**src/rtl/rf_wb_arbiter_if.sv**
```systemverilog
// Writeback bus bundle: two source request channels, the register-file write
// port and the pending-write lookup, as seen between upstream logic and the arbiter.
interface rf_wb_arbiter_if #(
    parameter int AW = 5,
    parameter int DW = 32
);
    logic          s0_valid;
    logic          s0_ready;
    logic [AW-1:0] s0_add;
    logic [DW-1:0] s0_data;
    logic          s1_valid;
    logic          s1_ready;
    logic [AW-1:0] s1_add;
    logic [DW-1:0] s1_data;
    logic          we;
    logic [AW-1:0] w_add;
    logic [DW-1:0] w_data;
    logic [AW-1:0] chk_add1;
    logic [AW-1:0] chk_add2;
    logic          pend1;
    logic          pend2;
    logic          busy;

    modport master (
        output s0_valid, s0_add, s0_data, s1_valid, s1_add, s1_data, chk_add1, chk_add2,
        input  s0_ready, s1_ready, we, w_add, w_data, pend1, pend2, busy
    );

    modport slave (
        input  s0_valid, s0_add, s0_data, s1_valid, s1_add, s1_data, chk_add1, chk_add2,
        output s0_ready, s1_ready, we, w_add, w_data, pend1, pend2, busy
    );
endinterface

```
**src/rtl/rf_wb_arbiter.sv**
```systemverilog
// Two-source register-file writeback arbiter: per-source in-order queues drained
// round-robin into a registered write port, with pending-write hazard lookup.
module rf_wb_arbiter #(
    parameter int DEPTH = 2,
    parameter int AW    = 5,
    parameter int DW    = 32
) (
    input  logic           clk,
    input  logic           rst,
    rf_wb_arbiter_if.slave bus
);
    localparam int PW = $clog2(DEPTH);
    localparam int CW = PW + 1;

    logic [AW-1:0] add_mem_q  [2][DEPTH];
    logic [DW-1:0] data_mem_q [2][DEPTH];
    logic [PW-1:0] wr_ptr_q [2];
    logic [PW-1:0] wr_ptr_d [2];
    logic [PW-1:0] rd_ptr_q [2];
    logic [PW-1:0] rd_ptr_d [2];
    logic [CW-1:0] cnt_q [2];
    logic [CW-1:0] cnt_d [2];
    logic          rr_q, rr_d;
    logic          we_q, we_d;
    logic [AW-1:0] w_add_q, w_add_d;
    logic [DW-1:0] w_data_q, w_data_d;

    logic          in_valid [2];
    logic [AW-1:0] in_add   [2];
    logic [DW-1:0] in_data  [2];
    logic          ready    [2];
    logic          nonempty [2];
    logic          push     [2];
    logic          pop      [2];
    logic          gnt, gnt_src;
    logic          pend1_c, pend2_c;
    logic [PW-1:0] off;

    always_comb begin
        in_valid[0] = bus.s0_valid;
        in_add[0]   = bus.s0_add;
        in_data[0]  = bus.s0_data;
        in_valid[1] = bus.s1_valid;
        in_add[1]   = bus.s1_add;
        in_data[1]  = bus.s1_data;

        for (int s = 0; s < 2; s++) begin
            ready[s]    = (cnt_q[s] != CW'(DEPTH));
            nonempty[s] = (cnt_q[s] != '0);
            // Writes to x0 are accepted but never queued.
            push[s]     = in_valid[s] & ready[s] & (in_add[s] != '0);
        end

        // rr_q names the source that wins the next tie.
        gnt     = nonempty[0] | nonempty[1];
        gnt_src = (nonempty[0] & nonempty[1]) ? rr_q : nonempty[1];
        rr_d    = gnt ? ~gnt_src : rr_q;

        for (int s = 0; s < 2; s++) begin
            pop[s]      = gnt & (gnt_src == 1'(s));
            wr_ptr_d[s] = wr_ptr_q[s] + PW'(push[s]);
            rd_ptr_d[s] = rd_ptr_q[s] + PW'(pop[s]);
            cnt_d[s]    = cnt_q[s] + CW'(push[s]) - CW'(pop[s]);
        end

        we_d     = gnt;
        w_add_d  = gnt ? add_mem_q[gnt_src][rd_ptr_q[gnt_src]]  : w_add_q;
        w_data_d = gnt ? data_mem_q[gnt_src][rd_ptr_q[gnt_src]] : w_data_q;
    end

    // An entry is live when its distance from the read pointer is below the count.
    always_comb begin
        pend1_c = 1'b0;
        pend2_c = 1'b0;
        off     = '0;
        for (int s = 0; s < 2; s++) begin
            for (int i = 0; i < DEPTH; i++) begin
                off = PW'(i) - rd_ptr_q[s];
                if ({1'b0, off} < cnt_q[s]) begin
                    if (add_mem_q[s][i] == bus.chk_add1) pend1_c = 1'b1;
                    if (add_mem_q[s][i] == bus.chk_add2) pend2_c = 1'b1;
                end
            end
        end
        if (we_q && (w_add_q == bus.chk_add1)) pend1_c = 1'b1;
        if (we_q && (w_add_q == bus.chk_add2)) pend2_c = 1'b1;
        if (bus.chk_add1 == '0) pend1_c = 1'b0;
        if (bus.chk_add2 == '0) pend2_c = 1'b0;
    end

    always_ff @(posedge clk or posedge rst) begin
        if (rst) begin
            for (int s = 0; s < 2; s++) begin
                wr_ptr_q[s] <= '0;
                rd_ptr_q[s] <= '0;
                cnt_q[s]    <= '0;
            end
            rr_q     <= 1'b0;
            we_q     <= 1'b0;
            w_add_q  <= '0;
            w_data_q <= '0;
        end else begin
            for (int s = 0; s < 2; s++) begin
                wr_ptr_q[s] <= wr_ptr_d[s];
                rd_ptr_q[s] <= rd_ptr_d[s];
                cnt_q[s]    <= cnt_d[s];
            end
            rr_q     <= rr_d;
            we_q     <= we_d;
            w_add_q  <= w_add_d;
            w_data_q <= w_data_d;
        end
    end

    // Queue storage needs no reset; the counts decide which entries are live.
    always_ff @(posedge clk) begin
        for (int s = 0; s < 2; s++) begin
            if (push[s]) begin
                add_mem_q[s][wr_ptr_q[s]]  <= in_add[s];
                data_mem_q[s][wr_ptr_q[s]] <= in_data[s];
            end
        end
    end

    assign bus.s0_ready = ready[0];
    assign bus.s1_ready = ready[1];
    assign bus.we       = we_q;
    assign bus.w_add    = w_add_q;
    assign bus.w_data   = w_data_q;
    assign bus.pend1    = pend1_c;
    assign bus.pend2    = pend2_c;
    assign bus.busy     = (cnt_q[0] != '0) | (cnt_q[1] != '0) | we_q;
endmodule
```
**src/flat_wrapper.sv**
```systemverilog
// flat-port wrapper written by rule: the top's interface ports become plain ports
module rf_wb_arbiter_flat 
#(
    parameter int DEPTH = 2,
    parameter int AW    = 5,
    parameter int DW    = 32
)
  (clk, rst, bus_s0_valid, bus_s0_add, bus_s0_data, bus_s1_valid, bus_s1_add, bus_s1_data, bus_chk_add1, bus_chk_add2, bus_s0_ready, bus_s1_ready, bus_we, bus_w_add, bus_w_data, bus_pend1, bus_pend2, bus_busy);
  rf_wb_arbiter_if #(.AW(AW), .DW(DW)) bus_i ();
  input  logic clk;
  input  logic rst;
  input wire logic [$bits(bus_i.s0_valid)-1:0] bus_s0_valid;
  input wire logic [$bits(bus_i.s0_add)-1:0] bus_s0_add;
  input wire logic [$bits(bus_i.s0_data)-1:0] bus_s0_data;
  input wire logic [$bits(bus_i.s1_valid)-1:0] bus_s1_valid;
  input wire logic [$bits(bus_i.s1_add)-1:0] bus_s1_add;
  input wire logic [$bits(bus_i.s1_data)-1:0] bus_s1_data;
  input wire logic [$bits(bus_i.chk_add1)-1:0] bus_chk_add1;
  input wire logic [$bits(bus_i.chk_add2)-1:0] bus_chk_add2;
  output wire logic [$bits(bus_i.s0_ready)-1:0] bus_s0_ready;
  output wire logic [$bits(bus_i.s1_ready)-1:0] bus_s1_ready;
  output wire logic [$bits(bus_i.we)-1:0] bus_we;
  output wire logic [$bits(bus_i.w_add)-1:0] bus_w_add;
  output wire logic [$bits(bus_i.w_data)-1:0] bus_w_data;
  output wire logic [$bits(bus_i.pend1)-1:0] bus_pend1;
  output wire logic [$bits(bus_i.pend2)-1:0] bus_pend2;
  output wire logic [$bits(bus_i.busy)-1:0] bus_busy;
  assign bus_i.s0_valid = bus_s0_valid;
  assign bus_i.s0_add = bus_s0_add;
  assign bus_i.s0_data = bus_s0_data;
  assign bus_i.s1_valid = bus_s1_valid;
  assign bus_i.s1_add = bus_s1_add;
  assign bus_i.s1_data = bus_s1_data;
  assign bus_i.chk_add1 = bus_chk_add1;
  assign bus_i.chk_add2 = bus_chk_add2;
  assign bus_s0_ready = bus_i.s0_ready;
  assign bus_s1_ready = bus_i.s1_ready;
  assign bus_we = bus_i.we;
  assign bus_w_add = bus_i.w_add;
  assign bus_w_data = bus_i.w_data;
  assign bus_pend1 = bus_i.pend1;
  assign bus_pend2 = bus_i.pend2;
  assign bus_busy = bus_i.busy;
  rf_wb_arbiter #(.DEPTH(DEPTH), .AW(AW), .DW(DW)) u_core (.clk(clk), .rst(rst), .bus(bus_i));
endmodule
```
**config.mk**
```make
export PLATFORM = sky130hd
export DESIGN_NAME = rf_wb_arbiter_flat
export DESIGN_NICKNAME = d
export VERILOG_FILES = /design/src/rtl/rf_wb_arbiter_if.sv /design/src/rtl/rf_wb_arbiter.sv /design/src/flat_wrapper.sv
export SDC_FILE = /design/constraint.sdc
export NUM_CORES = 1
export LEC_CHECK = 0
export ABC_CLOCK_PERIOD_IN_PS = 3200
export BUFFER_PORTS_ARGS = -buffer_cell sky130_fd_sc_hd__buf_2
export CORE_AREA = 2 2 125 127
export CTS_CLUSTER_SIZE = 14
export DETAILED_ROUTE_END_ITERATION = 10
export DIE_AREA = 0 0 127 129
export PLACE_DENSITY = 0.76
export SLEW_MARGIN = 0
export SYNTH_ARGS = -nofsm -noshare
export SYNTH_HDL_FRONTEND = slang
export SYNTH_SLANG_ARGS = --single-unit
```
**constraint.sdc**
```tcl
create_clock -name clk -period 3.2 [get_ports clk]
set_clock_uncertainty 0.1 [all_clocks]
set_input_delay 0.16 -clock clk [delete_from_list [all_inputs] [get_ports clk]]
set_output_delay 0.16 -clock clk [all_outputs]
set_load 0.01 [all_outputs]
```
==> results.yml <==
logic_synthesis:
  yosys.cell_count.top_type: "edfxtp_1"
  synth_seq_cells: 195
  yosys-top-cells-area: "edfxtp_1 54%, dfrtp_1 14%, mux2_2 5.1%"
  syn_inst: 577
  synth_top_area_share_pct: 54.2
  yosys_most_used_dff: "edfxtp_1"
  async_flop_share_pct: 24.1
  synth_top_cells_by_count: "148 x edfxtp_1, 47 x dfrtp_1, 42 x nor2_1"
  yosysWarnings: 0
  synth_area_mm2: 0.00820
  avgSynthCellArea_um2: 14.2
  synthesis.nets: 673
  yosys.area.top_type: "edfxtp_1"
  synth-edff-count: 148
  yosysUniqueCellTypes: 33
  ys_seq_area_share_pct: 68.5
layout:
  stdcell_count: 976
  multi_input_area_mm2: 0.00234
  fin_util_pct: 69.0
  syn2layout_area_growth_pct: 26.1
  ff_latch_area_mm2: 0.00562
  fillers: 1031
  nets: 871
  layout-drive-gt1-share_pct: 27.5
  diodes: 0
place:
  hpwlAfterDp_mm: 11.1
  place_congestion: 0.893
  dpl.cell_count: 869
  io_buffer_count: 130
global_route:
  grt_pass1_vias: 5292
  overflow: 0
  grt_pass1_wl_mm: 27.2
  grt_max_degree: 77
  grt.total_usage_pct: 22.2
  antenna_found_initial: 0
timing:
  fin_crit_ps: 2490
  tns_ps: 0
  hold_viol_final: 0
  worst_pin_slew_ps: 778
  max_freq_mhz: 401
  slew_headroom_pct: 48.1
  fin_crit_sh_pct: 77.9
  drv_slew: 0
  rsz0062_at_grt: "false"
  setup_viol: 0
pwr:
  p_seq_share_pct: 43.6
  p_int_w: 0.00614
  p_clk_share_pct: 22.7
  swShare_pct: 33.8
  peakVddDrop_v: 0.000410
  power_frac_comb_pct: 33.7
  power.net_switching_w: 0.00313
  powerDensity_mw_per_mm2: 897
  p_leak_nw: 4.03
worst_setup_path:
  reg2reg_setup_slack_ps: 1030
  r2r_start: "u_core.cnt_q[2]"
  cp.arrival_ps: 2230
  startpoint: "u_core.cnt_q[1]"
  start_kind: "flop"
  crit_fanout: 76
  worstRegToRegCells: 6
  regToRegEndpoint: "u_core.data_mem_q[0][28]"
  critPathRequiredTime_ps: 2940
  path_class: "flop to output pin"
  critPathCaptureType: "output pin"
route:
  wl_met3_um: 901
  wire_per_inst_um: 18.1
  dr_wl_met2_mm: 8.90
  top_layer_used: "met4"
  via_count: 5228
  wl_met1_mm: 7.42
  dr.pass1.iters: 5
  viasPerCell: 5.36
  final_antenna_net_count: 0
  drc: 0
  drt_iter0_drc: 345
  drt_wl_total_mm: 17.7
clock_tree:
  cts_buffers: 17
  clock_latency_ps: 430
  cts_buffer_depth: 2
  root_buffer: "clkbuf_16"
  cts_tree: "done"
  cts_max_level: 4
  path_clk_slew_ps: 70
  post_cts_resized: 0
  clock_sinks: 195
floorplan:
  start_util_pct: 54.8
  die_h_um: 129
  fp.dieArea_mm2: 0.0164
  die_x_um: 127
  io_pins: 131
  coreArea_mm2: 0.0150
  rows: 45
run_status:
  status: "complete, no violations"
worst_hold_path:
  holdPathEnd: "u_core.cnt_q[2]"
  hp-start: "bus_s0_valid"
  hold_class: "primary input to flop"
  whs_path_depth: 4
flow_run:
  cap_viol_max_count: 0
-- flip-flops by register name, indices dropped and copies added, names as in the netlist --
register	count
u_core.data_mem_q	128
u_core.bus.w_data	32
u_core.add_mem_q	20
u_core.bus.w_add	5
u_core.cnt_q	4
u_core.rd_ptr_q	2
u_core.wr_ptr_q	2
u_core.bus.we	1
u_core.rr_q	1
-- kinds of logic after synthesis --
family	synth area share [%]
AOI/OAI and AO/OA	5.77
DFF	68.5
xor gates and xnor gates	5.98
buffers and inverters	3.11
and+or+nand+nor	5.81
adders and majority gates	1.22
muxes	9.59
-- worst max-delay path, stage by stage (launching register included) --
cell and delay [ps]:
dfrtp_1 530, nor4_4 310, buf_4 650, nand2b_1 110, buf_2 160
-- placed cells by master (no fill, tap or decap), types with 8 or more instances in the layout --
cell             n
mux2i_1         37
edfxtp_1       148
xnor2_1         31
xor2_1          25
dfrtp_1         45
buf_2          130
a21oi_1         41
mux2_2          37
nor2_1          42
clkbuf_16       19
nor3_1          11
dlygate4sd3_1   75
o21ai_1         37
nand2_1         41
buf_4            8
inv_1            9
-- per-layer routing --
layer	vias up	global-route usage (%)
li1	2468	-
met3	37	4.78
met4	0	9.11
met5	-	0
met1	2560	27.3
met2	163	38.4
-- metrics by stage --
stage,total power (W),cell area [µm²],hold WS (ps),setup slack (ps)
after floorplan,0.00626,8200,159,815
after detailed placement,0.00716,8990,168,1030
final,0.00928,10300,153,708
after global routing,0.00982,10300,188,531
after CTS,0.00934,10300,140,658
after global placement,0.00698,8990,159,1150
-- timing repair --
action	CTS	global route
hold buffers	75	0
hold endpoints to repair	172	0
setup buffers	0	0
-- power groups by stage --
stage / combinational (W) / sequential (W) / clock [W]
after floorplan: 0.00225 / 0.00401 / 0
after global placement: 0.00294 / 0.00404 / 0
after detailed placement: 0.00306 / 0.00409 / 0
after CTS: 0.00315 / 0.00404 / 0.00214
after global routing: 0.00347 / 0.00412 / 0.00223
final: 0.00313 / 0.00404 / 0.00210
-- how the worst max path moves through the flow --
stage / slack (ps) / endpoint
floorplan: 820 / u_core.add_mem_q[1][0]
global placement: 1150 / u_core.data_mem_q[0][29]
detailed placement: 1030 / u_core.data_mem_q[0][28]
CTS: 660 / bus_busy
global route: 530 / bus_busy
finish: 710 / bus_busy
-- layout make-up --
class | instances | share of cell area (%)
Clock inverter | 7 | 0.641
Tap cell | 188 | 2.27
Inverter | 11 | 0.399
Multi-Input combinational cell | 335 | 22.7
Sequential cell | 195 | 54.4
Timing Repair Buffer | 215 | 14.5
Clock buffer | 25 | 5.11
No activity file was read; power rests on OpenSTA's default activity.
